$ cat config.mk
export PLATFORM = sky130hd
export DESIGN_NAME = addr_decoder
export DESIGN_NICKNAME = d
export VERILOG_FILES = /design/src/rtl/addr_decoder.sv
export SDC_FILE = /design/constraint.sdc
export NUM_CORES = 1
export LEC_CHECK = 0
export BUFFER_PORTS_ARGS = -buffer_cell sky130_fd_sc_hd__buf_2
export CORE_MARGIN = 10
export CORE_UTILIZATION = 40
export DETAILED_ROUTE_END_ITERATION = 7
export REMOVE_ABC_BUFFERS = 1
export SLEW_MARGIN = 20
export SYNTH_ARGS = -nofsm -noshare
export SYNTH_HDL_FRONTEND = slang
export SYNTH_SLANG_ARGS = --single-unit
$ cat constraint.sdc
create_clock -name clk -period 4.78 [get_ports clk]
set_clock_uncertainty 0.05 [all_clocks]
set_input_delay 0.239 -clock clk [delete_from_list [all_inputs] [get_ports clk]]
set_output_delay 0.239 -clock clk [all_outputs]
set_load 0.02 [all_outputs]
$ cat src/rtl/addr_decoder.sv
// Dock I/O address decoder: programmable base/mask/slot/op windows map CPU /IORQ cycles onto
// device slots and drive chip selects, data-bridge controls, the 0xFF driver and READY.
module addr_decoder #(
    parameter int          ADDR_W       = 8,
    parameter int          NUM_WIN      = 4,
    parameter int          NUM_SLOTS    = 5,
    parameter logic [7:0]  IRQ_CFG_BASE = 8'hC0
) (
    input  logic                 clk,
    input  logic                 rst_n,
    input  logic [ADDR_W-1:0]    addr,
    input  logic                 iorq_n,
    input  logic                 r_w_,
    input  logic                 irq_int_active,
    input  logic [2:0]           irq_int_slot,
    input  logic                 irq_vec_cycle,
    input  logic [NUM_SLOTS-1:0] dev_ready_n,
    input  logic                 cfg_we,
    input  logic [7:0]           cfg_addr,
    input  logic [7:0]           cfg_wdata,
    output logic                 ready_n,
    output logic                 io_r_w_,
    output logic                 data_oe_n,
    output logic                 data_dir,
    output logic                 ff_oe_n,
    output logic                 win_valid,
    output logic [3:0]           win_index,
    output logic [2:0]           sel_slot,
    output logic [NUM_SLOTS-1:0] cs_n
);

    typedef enum logic {IDLE, ACTIVE} state_t;

    state_t state;

    logic [ADDR_W-1:0] win_base [NUM_WIN];
    logic [ADDR_W-1:0] win_mask [NUM_WIN];
    logic [7:0]        win_slot [NUM_WIN];
    logic [7:0]        win_op   [NUM_WIN];

    logic [NUM_WIN-1:0]   hit;
    logic                 nxt_hit;
    logic                 nxt_read;
    logic [2:0]           nxt_slot;
    logic [NUM_SLOTS-1:0] nxt_cs_n;

    // NOTE: the window table is a small register file, not a RAM, so every entry gets a reset
    // value; the power-up state must decode every cycle to slot 0.
    always_ff @(posedge clk or negedge rst_n) begin
        if (!rst_n) begin
            for (int i = 0; i < NUM_WIN; i++) begin
                win_base[i] <= '0;
                win_mask[i] <= '0;
                win_slot[i] <= '0;
                win_op[i]   <= 8'hFF;
            end
        end else if (cfg_we && (cfg_addr < IRQ_CFG_BASE)) begin
            for (int i = 0; i < NUM_WIN; i++) begin
                if (cfg_addr == 8'(i))             win_base[i] <= cfg_wdata[ADDR_W-1:0];
                if (cfg_addr == 8'(NUM_WIN + i))   win_mask[i] <= cfg_wdata[ADDR_W-1:0];
                if (cfg_addr == 8'(2*NUM_WIN + i)) win_slot[i] <= cfg_wdata;
                if (cfg_addr == 8'(3*NUM_WIN + i)) win_op[i]   <= cfg_wdata;
            end
        end
    end

    // NOTE: every signal driven from always_comb gets a default first, so no path can
    // leave it unassigned and infer a latch.
    always_comb begin
        hit = '0;
        for (int i = 0; i < NUM_WIN; i++) begin
            hit[i] = ((addr & win_mask[i]) == (win_base[i] & win_mask[i]))
                  && (win_op[i][7] || (win_op[i][0] == r_w_))
                  && (win_slot[i] < 8'(NUM_SLOTS));
        end
    end

    // Scan from the top down so the lowest-numbered hitting window has the last word.
    always_comb begin
        win_valid = 1'b0;
        win_index = '0;
        sel_slot  = '0;
        for (int i = NUM_WIN - 1; i >= 0; i--) begin
            if (hit[i]) begin
                win_valid = 1'b1;
                win_index = 4'(i);
                sel_slot  = win_slot[i][2:0];
            end
        end
    end

    // Resolution of the cycle being latched; vector fetches bypass the windows entirely.
    always_comb begin
        nxt_hit  = win_valid;
        nxt_read = r_w_;
        nxt_slot = sel_slot;
        if (irq_vec_cycle) begin
            nxt_read = 1'b1;
            nxt_slot = irq_int_slot;
            nxt_hit  = irq_int_active && ({1'b0, irq_int_slot} < 4'(NUM_SLOTS));
        end
        nxt_cs_n = '1;
        for (int s = 0; s < NUM_SLOTS; s++) begin
            if (nxt_hit && (3'(s) == nxt_slot)) nxt_cs_n[s] = 1'b0;
        end
    end

    // NOTE: state and registered outputs use non-blocking assignments so every flop sees
    // the pre-edge values of its peers regardless of statement order.
    always_ff @(posedge clk or negedge rst_n) begin
        if (!rst_n) begin
            state     <= IDLE;
            cs_n      <= '1;
            data_oe_n <= 1'b1;
            ff_oe_n   <= 1'b1;
            data_dir  <= 1'b0;
            io_r_w_   <= 1'b1;
        end else begin
            case (state)
                IDLE: begin
                    if (!iorq_n) begin
                        state     <= ACTIVE;
                        cs_n      <= nxt_cs_n;
                        data_oe_n <= !nxt_hit;
                        ff_oe_n   <= !(!nxt_hit && nxt_read);
                        data_dir  <= nxt_hit && nxt_read;
                        io_r_w_   <= nxt_hit ? nxt_read : 1'b1;
                    end
                end
                ACTIVE: begin
                    if (iorq_n) begin
                        state     <= IDLE;
                        cs_n      <= '1;
                        data_oe_n <= 1'b1;
                        ff_oe_n   <= 1'b1;
                        data_dir  <= 1'b0;
                        io_r_w_   <= 1'b1;
                    end
                end
                default: state <= IDLE;
            endcase
        end
    end

    // The selected slot's live ready line; with no chip select asserted this is 1.
    assign ready_n = &(dev_ready_n | cs_n);

endmodule

Word-level counts from Yosys, hierarchy flattened
Index checks and enable logic that the tools add are counted.
{"block": "word_totals", "wordCells": 145, "in_bits": 39, "register_bits": 138}
{"block": "op_classes", "eq_ne": 29, "mux": 35, "bitwise_logic": 10, "n_lt_le_gt_ge": 6, "reduce_logical": 43}
{"op": "$and 8x8->8", "count": 8}
{"op": "$eq 8x4->1 const B", "count": 8}
{"op": "$reduce_and 2->1", "count": 17}
{"op": "$eq 8x3->1 const B", "count": 4}
{"op": "$eq 8x8->1", "count": 4}
{"op": "$lt 8x3->1 const B", "count": 4}
{"op": "$mux 1", "count": 19}
{"op": "$logic_and 1x1->1", "count": 17}
{"op": "$eq 8x2->1 const B", "count": 2}
{"op": "$mux 3", "count": 5}
{"op": "$mux 4", "count": 3}
{"op": "$mux 5", "count": 2}
{"op": "$pmux 5 s2", "count": 1}
{"op": "$eq 8x1->1 const B", "count": 1}
{"op": "$logic_not 8->1", "count": 1}
{"op": "$lt 8x8->1 const B", "count": 1}
{"op": "$pmux 1 s2", "count": 4}
{"op": "$eq 2x3->1 const A", "count": 2}
{"op": "$or 5x5->5", "count": 1}
{"op": "$reduce_and 5->1", "count": 1}
{"op": "$eq 1x1->1", "count": 4}
{"op": "$logic_or 1x1->1", "count": 4}
{"op": "$ne 2x2->1 const B", "count": 2}
{"op": "$eq 1x3->1 const A", "count": 1}
{"op": "other kinds (6)", "count": 7}

Longest topological paths before layout
{"block": "logic_depth", "ltp_word": 14, "depth_mapped": 9, "mapped_depth_nobuf": 8}

Least setup slack after synthesis
OpenSTA, ideal clock, no wires.
{"block": "synth_timing", "kind": "reg2reg", "startpoint": "register win_op[16] (netlist bit)", "endpoint": "register cs_n[3]", "path_stages_with_launch": 9, "path_buffers": 0, "setup_time_ps": 83, "slack_ps": 2480, "t_required_ps": 4647, "synth_period_minus_slack_ps": 2300, "t_arrival_ps": 2167, "cell_sequence": "dfstp_2 > xnor2_1 > nor2_1 > a221o_1 > or2_2 > o211a_1 > o21ai_2 > mux2i_1 > o32a_1"}
{"block": "synth_via", "elab_chain_len": 12}
{"element": "start: declaration", "line_no": "39", "text": "logic [7:0] win_op [NUM_WIN];"}
{"element": "start signal: indexed assignment", "line_no": "62", "text": "if (cfg_addr == 8'(3*NUM_WIN + i)) win_op[i] <= cfg_wdata;"}
{"element": "$eq 1x1->1", "line_no": "73", "text": "&& (win_op[i][7] || (win_op[i][0] == r_w_))"}
{"element": "$logic_or 1x1->1", "line_no": "73"}
{"element": "$logic_and 1x1->1", "line_no": "73"}
{"element": "$logic_and 1x1->1", "line_no": "74", "text": "&& (win_slot[i] < 8'(NUM_SLOTS));"}
{"element": "$mux 3 (2 in series)", "line_no": "84", "text": "if (hit[i]) begin"}
{"element": "net sel_slot[1]", "line_no": "28", "text": "output logic [2:0] sel_slot,"}
{"element": "$mux 3", "line_no": "97", "text": "if (irq_vec_cycle) begin"}
{"element": "$eq 2x3->1", "line_no": "104", "text": "if (nxt_hit && (3'(s) == nxt_slot)) nxt_cs_n[s] = 1'b0;"}
{"element": "$logic_and 1x1->1", "line_no": "104"}
{"element": "$mux 1", "line_no": "104"}
{"element": "$mux 5", "line_no": "121", "text": "if (!iorq_n) begin"}
{"element": "$pmux 5 s2", "line_no": "119", "text": "case (state)"}
{"element": "end signal: assignment", "line_no": "123", "text": "cs_n <= nxt_cs_n;"}
{"element": "end: declaration", "line_no": "29", "text": "output logic [NUM_SLOTS-1:0] cs_n"}
The timed path passes the listed nets, and every way through them passes these cells. The select of a mux whose other input is x is not followed.
A chain may end at the register's enable or synchronous reset.

Final worst setup path
{"block": "layout_timing", "startpoint": "register win_base[11] (netlist bit)", "endpoint": "output sel_slot[2]"}
{"block": "layout_via", "elab_chain_len": 7}
{"element": "start: declaration", "line_no": "36", "text": "logic [ADDR_W-1:0] win_base [NUM_WIN];"}
{"element": "start signal: indexed assignment", "line_no": "59", "text": "if (cfg_addr == 8'(i)) win_base[i] <= cfg_wdata[ADDR_W-1:0];"}
{"element": "$and 8x8->8", "line_no": "72", "text": "hit[i] = ((addr & win_mask[i]) == (win_base[i] & win_mask[i]))"}
{"element": "$eq 8x8->1", "line_no": "72"}
{"element": "$logic_and 1x1->1", "line_no": "73"}
{"element": "$logic_and 1x1->1", "line_no": "74"}
{"element": "$mux 3 (3 in series)", "line_no": "84"}
{"element": "end: declaration", "line_no": "28"}
Every way passes these cells.

==> reports/summary.txt <==
PLACEMENT
--------------------------------------------------------------------------------
Final RePlAce weighted congestion                                          0.831
Port Buf Inserts                                                              54
Dpl hpwl                                                                 9.14 mm

CLOCKING
--------------------------------------------------------------------------------
Insertion delay to the later sink of the worst-skew pair                  410 ps
Resize count post-CTS                                                          0
Clock root cell                                                     sky130_fd_sc_hd__clkbuf_16
Clock-pin slew on the worst setup and hold paths                           50 ps
Num CTS Buffers                                                               17
TritonCTS clock tree                                                        done
Longest Clk Path Bufs                                                          2
Clock sink count                                                             114
Max H-tree Level                                                               4

SETUP PATH
--------------------------------------------------------------------------------
Setup crit start kind                                                       flop
Crit. End Element                                                     output pin
Highest fanout seen on the critical path                                       6
Category of the most critical setup path                            flop to output pin
Arrival time at the worst endpoint                                       2650 ps
Required time of the critical path                                       4490 ps
Worst reg2reg path depth                                                       8

GRT
--------------------------------------------------------------------------------
Pin count of the biggest net entering global routing                          78
Via count of the first global-routing pass                                  3693
Total routing usage reported by global routing                             14.8%
Congestion Overflow GR                                                         0
Initial antenna violation count                                                0
Wire length of the first global-routing pass                             20.5 mm

FLOORPLANNING
--------------------------------------------------------------------------------
Standard cell core area                                                13100 um2
Std-Cell Rows                                                                 42
Initial standard-cell utilization of the core                              40.6%
Die width                                                                 135 um
Overall die height                                                        135 um
Die area                                                               18300 um2
Boundary Pins                                                                 57

TIMING
--------------------------------------------------------------------------------
Unrepaired setup endpoints after global routing                            false
Transition at the pin with the smallest max-transition slack              978 ps
Tmin final                                                               2940 ps
Final hold violation count                                                     0
Final setup fails                                                              0
Max_slew headroom                                                          34.8%
Peak clock frequency supported by timing                               0.341 GHz
Final count of pins violating max slew                                         0
Total negative setup slack                                                  0 ps
Post-route clock period utilization                                        61.4%

ROUTE
--------------------------------------------------------------------------------
Total iterations of the first detailed-routing run                             6
Residual DRC count                                                             0
Via count                                                                   3607
Wirelength per Cell                                                      19.3 um
ANT nets after route                                                           0
Total detailed-routing wirelength                                        13.0 mm
Via-to-Cell Ratio                                                           5.38
Number of DRC violations after detailed-routing iteration 0                  218

SYNTHESIS
--------------------------------------------------------------------------------
Most instantiated flip-flop cell in the synthesis netlist           sky130_fd_sc_hd__dfrtp_1
Flops & latches, synth                                                       114
Number of enable flip-flop cells after synthesis                               0
Number of distinct library cells after synthesis                              55
Number of instances in the synthesized netlist                               422
Mapped Area                                                             5330 um2
Sequential fraction of the synthesis area                                  53.9%
Number of synthesis warnings                                                   0
Share of async-settable or async-resettable flops after synthesis           100%
Syn_area_per_cell                                                       12.6 um2

LAYOUT
--------------------------------------------------------------------------------
Antenna diode count                                                            0
Post-Route Utilization                                                     48.3%
Nets@finish                                                                  522
Combined flip-flop and latch cell area                                  2870 um2
Multi-input gate area                                                   2370 um2
Fraction of final layout cells sized beyond drive strength 1               42.4%
Area Overhead vs Synth                                                     19.0%
Fill cell instance count of the final layout                                1201

FLOW RUN
--------------------------------------------------------------------------------
Number of max-cap violations                                                   0

PWR
--------------------------------------------------------------------------------
Largest vdd supply drop                                               0.000222 V
Total power after layout                                                 2500 uW
Power Dens Cells                                                      394 nW/um2
Static leakage                                                        0.00306 uW

MIN PATH
--------------------------------------------------------------------------------
Cell count of the worst hold path                                              3
Worst min path class                                                input pin to flop

OUTCOME
--------------------------------------------------------------------------------
Run status                                                          finished clean

==> critical path, cell delays in order (launching register included) <==
cell                       delay, ps
sky130_fd_sc_hd__dfrtp_1         380
sky130_fd_sc_hd__xor2_1          150
sky130_fd_sc_hd__a222oi_1        540
sky130_fd_sc_hd__nand3_2         220
sky130_fd_sc_hd__nand3b_1        210
sky130_fd_sc_hd__a31oi_1         330
sky130_fd_sc_hd__mux2_2          240
sky130_fd_sc_hd__buf_2           160
==> cell families (layout without fill, tap and decap cells) <==
logic type,Yosys count,count (layout),synth area share [%]
DFF,114,114,53.9
muxes,106,106,22.4
and+or+nand+nor,92,92,8.94
AOI/OAI and AO/OA,49,49,6.88
xor gates and xnor gates,37,37,6.08
buffers and inverters,23,95,1.78
other,1,2,0.0703
==> metrics by stage <==
stage	cells	setup slack, ps	cell area (um2)	hold slack [ps]
after global placement	638	2200	5770	413
final	671	1840	6350	120
after detailed placement	638	2160	5770	419
after floorplan	407	2480	5270	-107
after global routing	671	1700	6350	120
after CTS	671	1810	6350	92.2
==> cells in the final DEF (no fill, tap or decap), types with 2 or more instances in the layout <==
cell type,count
sky130_fd_sc_hd__inv_1,7
sky130_fd_sc_hd__mux2_2,105
sky130_fd_sc_hd__nand4bb_1,2
sky130_fd_sc_hd__clkinv_2,4
sky130_fd_sc_hd__clkbuf_1,4
sky130_fd_sc_hd__xnor2_1,5
sky130_fd_sc_hd__a21oi_1,8
sky130_fd_sc_hd__a31oi_1,2
sky130_fd_sc_hd__dfrtp_1,98
sky130_fd_sc_hd__nor2_1,30
sky130_fd_sc_hd__dfstp_2,16
sky130_fd_sc_hd__a222oi_1,3
sky130_fd_sc_hd__a22oi_1,7
sky130_fd_sc_hd__o32a_1,4
sky130_fd_sc_hd__and2_1,2
sky130_fd_sc_hd__nor3_1,11
sky130_fd_sc_hd__xor2_1,32
sky130_fd_sc_hd__o2111ai_1,2
sky130_fd_sc_hd__clkbuf_16,17
sky130_fd_sc_hd__nand2_1,19
sky130_fd_sc_hd__conb_1,2
sky130_fd_sc_hd__nor4_1,3
sky130_fd_sc_hd__o21a_1,2
sky130_fd_sc_hd__nand3_1,7
sky130_fd_sc_hd__o22ai_1,3
sky130_fd_sc_hd__dlygate4sd3_1,2
sky130_fd_sc_hd__o21ai_0,6
sky130_fd_sc_hd__clkbuf_8,5
sky130_fd_sc_hd__buf_2,53
sky130_fd_sc_hd__buf_4,2
sky130_fd_sc_hd__nand4_1,3
==> state kept, by name, summed over array words and instances, names as in the netlist <==
register	count
win_base	32
win_mask	32
win_slot	32
win_op	8
cs_n	5
data_dir	1
data_oe_n	1
ff_oe_n	1
io_r_w_	1
state	1
==> synth_stat cells, types with 2 or more instances <==
cell type	number	area [um2]
sky130_fd_sc_hd__xor2_1	32	280
sky130_fd_sc_hd__dfrtp_1	98	2450
sky130_fd_sc_hd__nor3_1	11	55.1
sky130_fd_sc_hd__nor4_1	3	18.8
sky130_fd_sc_hd__nand4_1	3	18.8
sky130_fd_sc_hd__buf_4	2	15.0
sky130_fd_sc_hd__a31oi_1	2	12.5
sky130_fd_sc_hd__o22ai_1	3	18.8
sky130_fd_sc_hd__xnor2_1	5	43.8
sky130_fd_sc_hd__dfstp_2	16	420
sky130_fd_sc_hd__nand3_1	7	35.0
sky130_fd_sc_hd__o32a_1	4	40.0
sky130_fd_sc_hd__a21oi_1	8	40.0
sky130_fd_sc_hd__mux2_2	105	1180
sky130_fd_sc_hd__o21ai_0	6	30.0
sky130_fd_sc_hd__and2_1	2	12.5
sky130_fd_sc_hd__a222oi_1	3	30.0
sky130_fd_sc_hd__nor2_1	30	113
sky130_fd_sc_hd__nand4bb_1	2	22.5
sky130_fd_sc_hd__clkbuf_1	13	48.8
sky130_fd_sc_hd__o2111ai_1	2	17.5
sky130_fd_sc_hd__nand2_1	19	71.3
sky130_fd_sc_hd__a22oi_1	7	52.6
sky130_fd_sc_hd__o21a_1	2	15.0
sky130_fd_sc_hd__inv_1	7	26.3
==> cell type report <==
class                   count  area share, %
well taps                 176           3.47
multi-input cells         286           37.3
clock buffers              26           8.02
repair buffers             57           4.73
clock inverters             5          0.789
flip-flops and latches    114           45.3
inverters                   7          0.414
==> worst paths after layout <==
| path | start | to | slack [ps] |
|---|---|---|---|
| worst max-delay path | win_base[11]$_DFFE_PN0P_ | sel_slot[2] | 1840 |
| max in group asynchronous | rst_n | win_op[0]$_DFFE_PN1P_ | 3110 |
| worst max register to register | win_base[11]$_DFFE_PN0P_ | cs_n[1]$_DFFE_PN1P_ | 2220 |
| min in group asynchronous | rst_n | win_mask[9]$_DFFE_PN0P_ | 470 |
| worst min register to register | win_slot[28]$_DFFE_PN0P_ | win_slot[28]$_DFFE_PN0P_ | 450 |
| worst min-delay path | irq_int_slot[1] | cs_n[2]$_DFFE_PN1P_ | 120 |
==> repair_timing <==
action                    CTS  global route
hold buffers                2             0
hold endpoints to repair   65             0
setup buffers               0             0
==> where the power goes <==
part	leakage (uW)	internal [uW]	switching (uW)	total, uW
combinational	0.00127	107	173	280
clock	0.000280	775	404	1180
sequential	0.00152	1010	24.6	1040
==> layer usage <==
layer / global-route usage, % / part of all wire (%)
met1: 18.3 / 45
met2: 23.7 / 48
met3: 4.49 / 5.0
met4: 5.92 / 1.6
met5: 0 / 0
No activity file was read; power rests on OpenSTA's default activity.
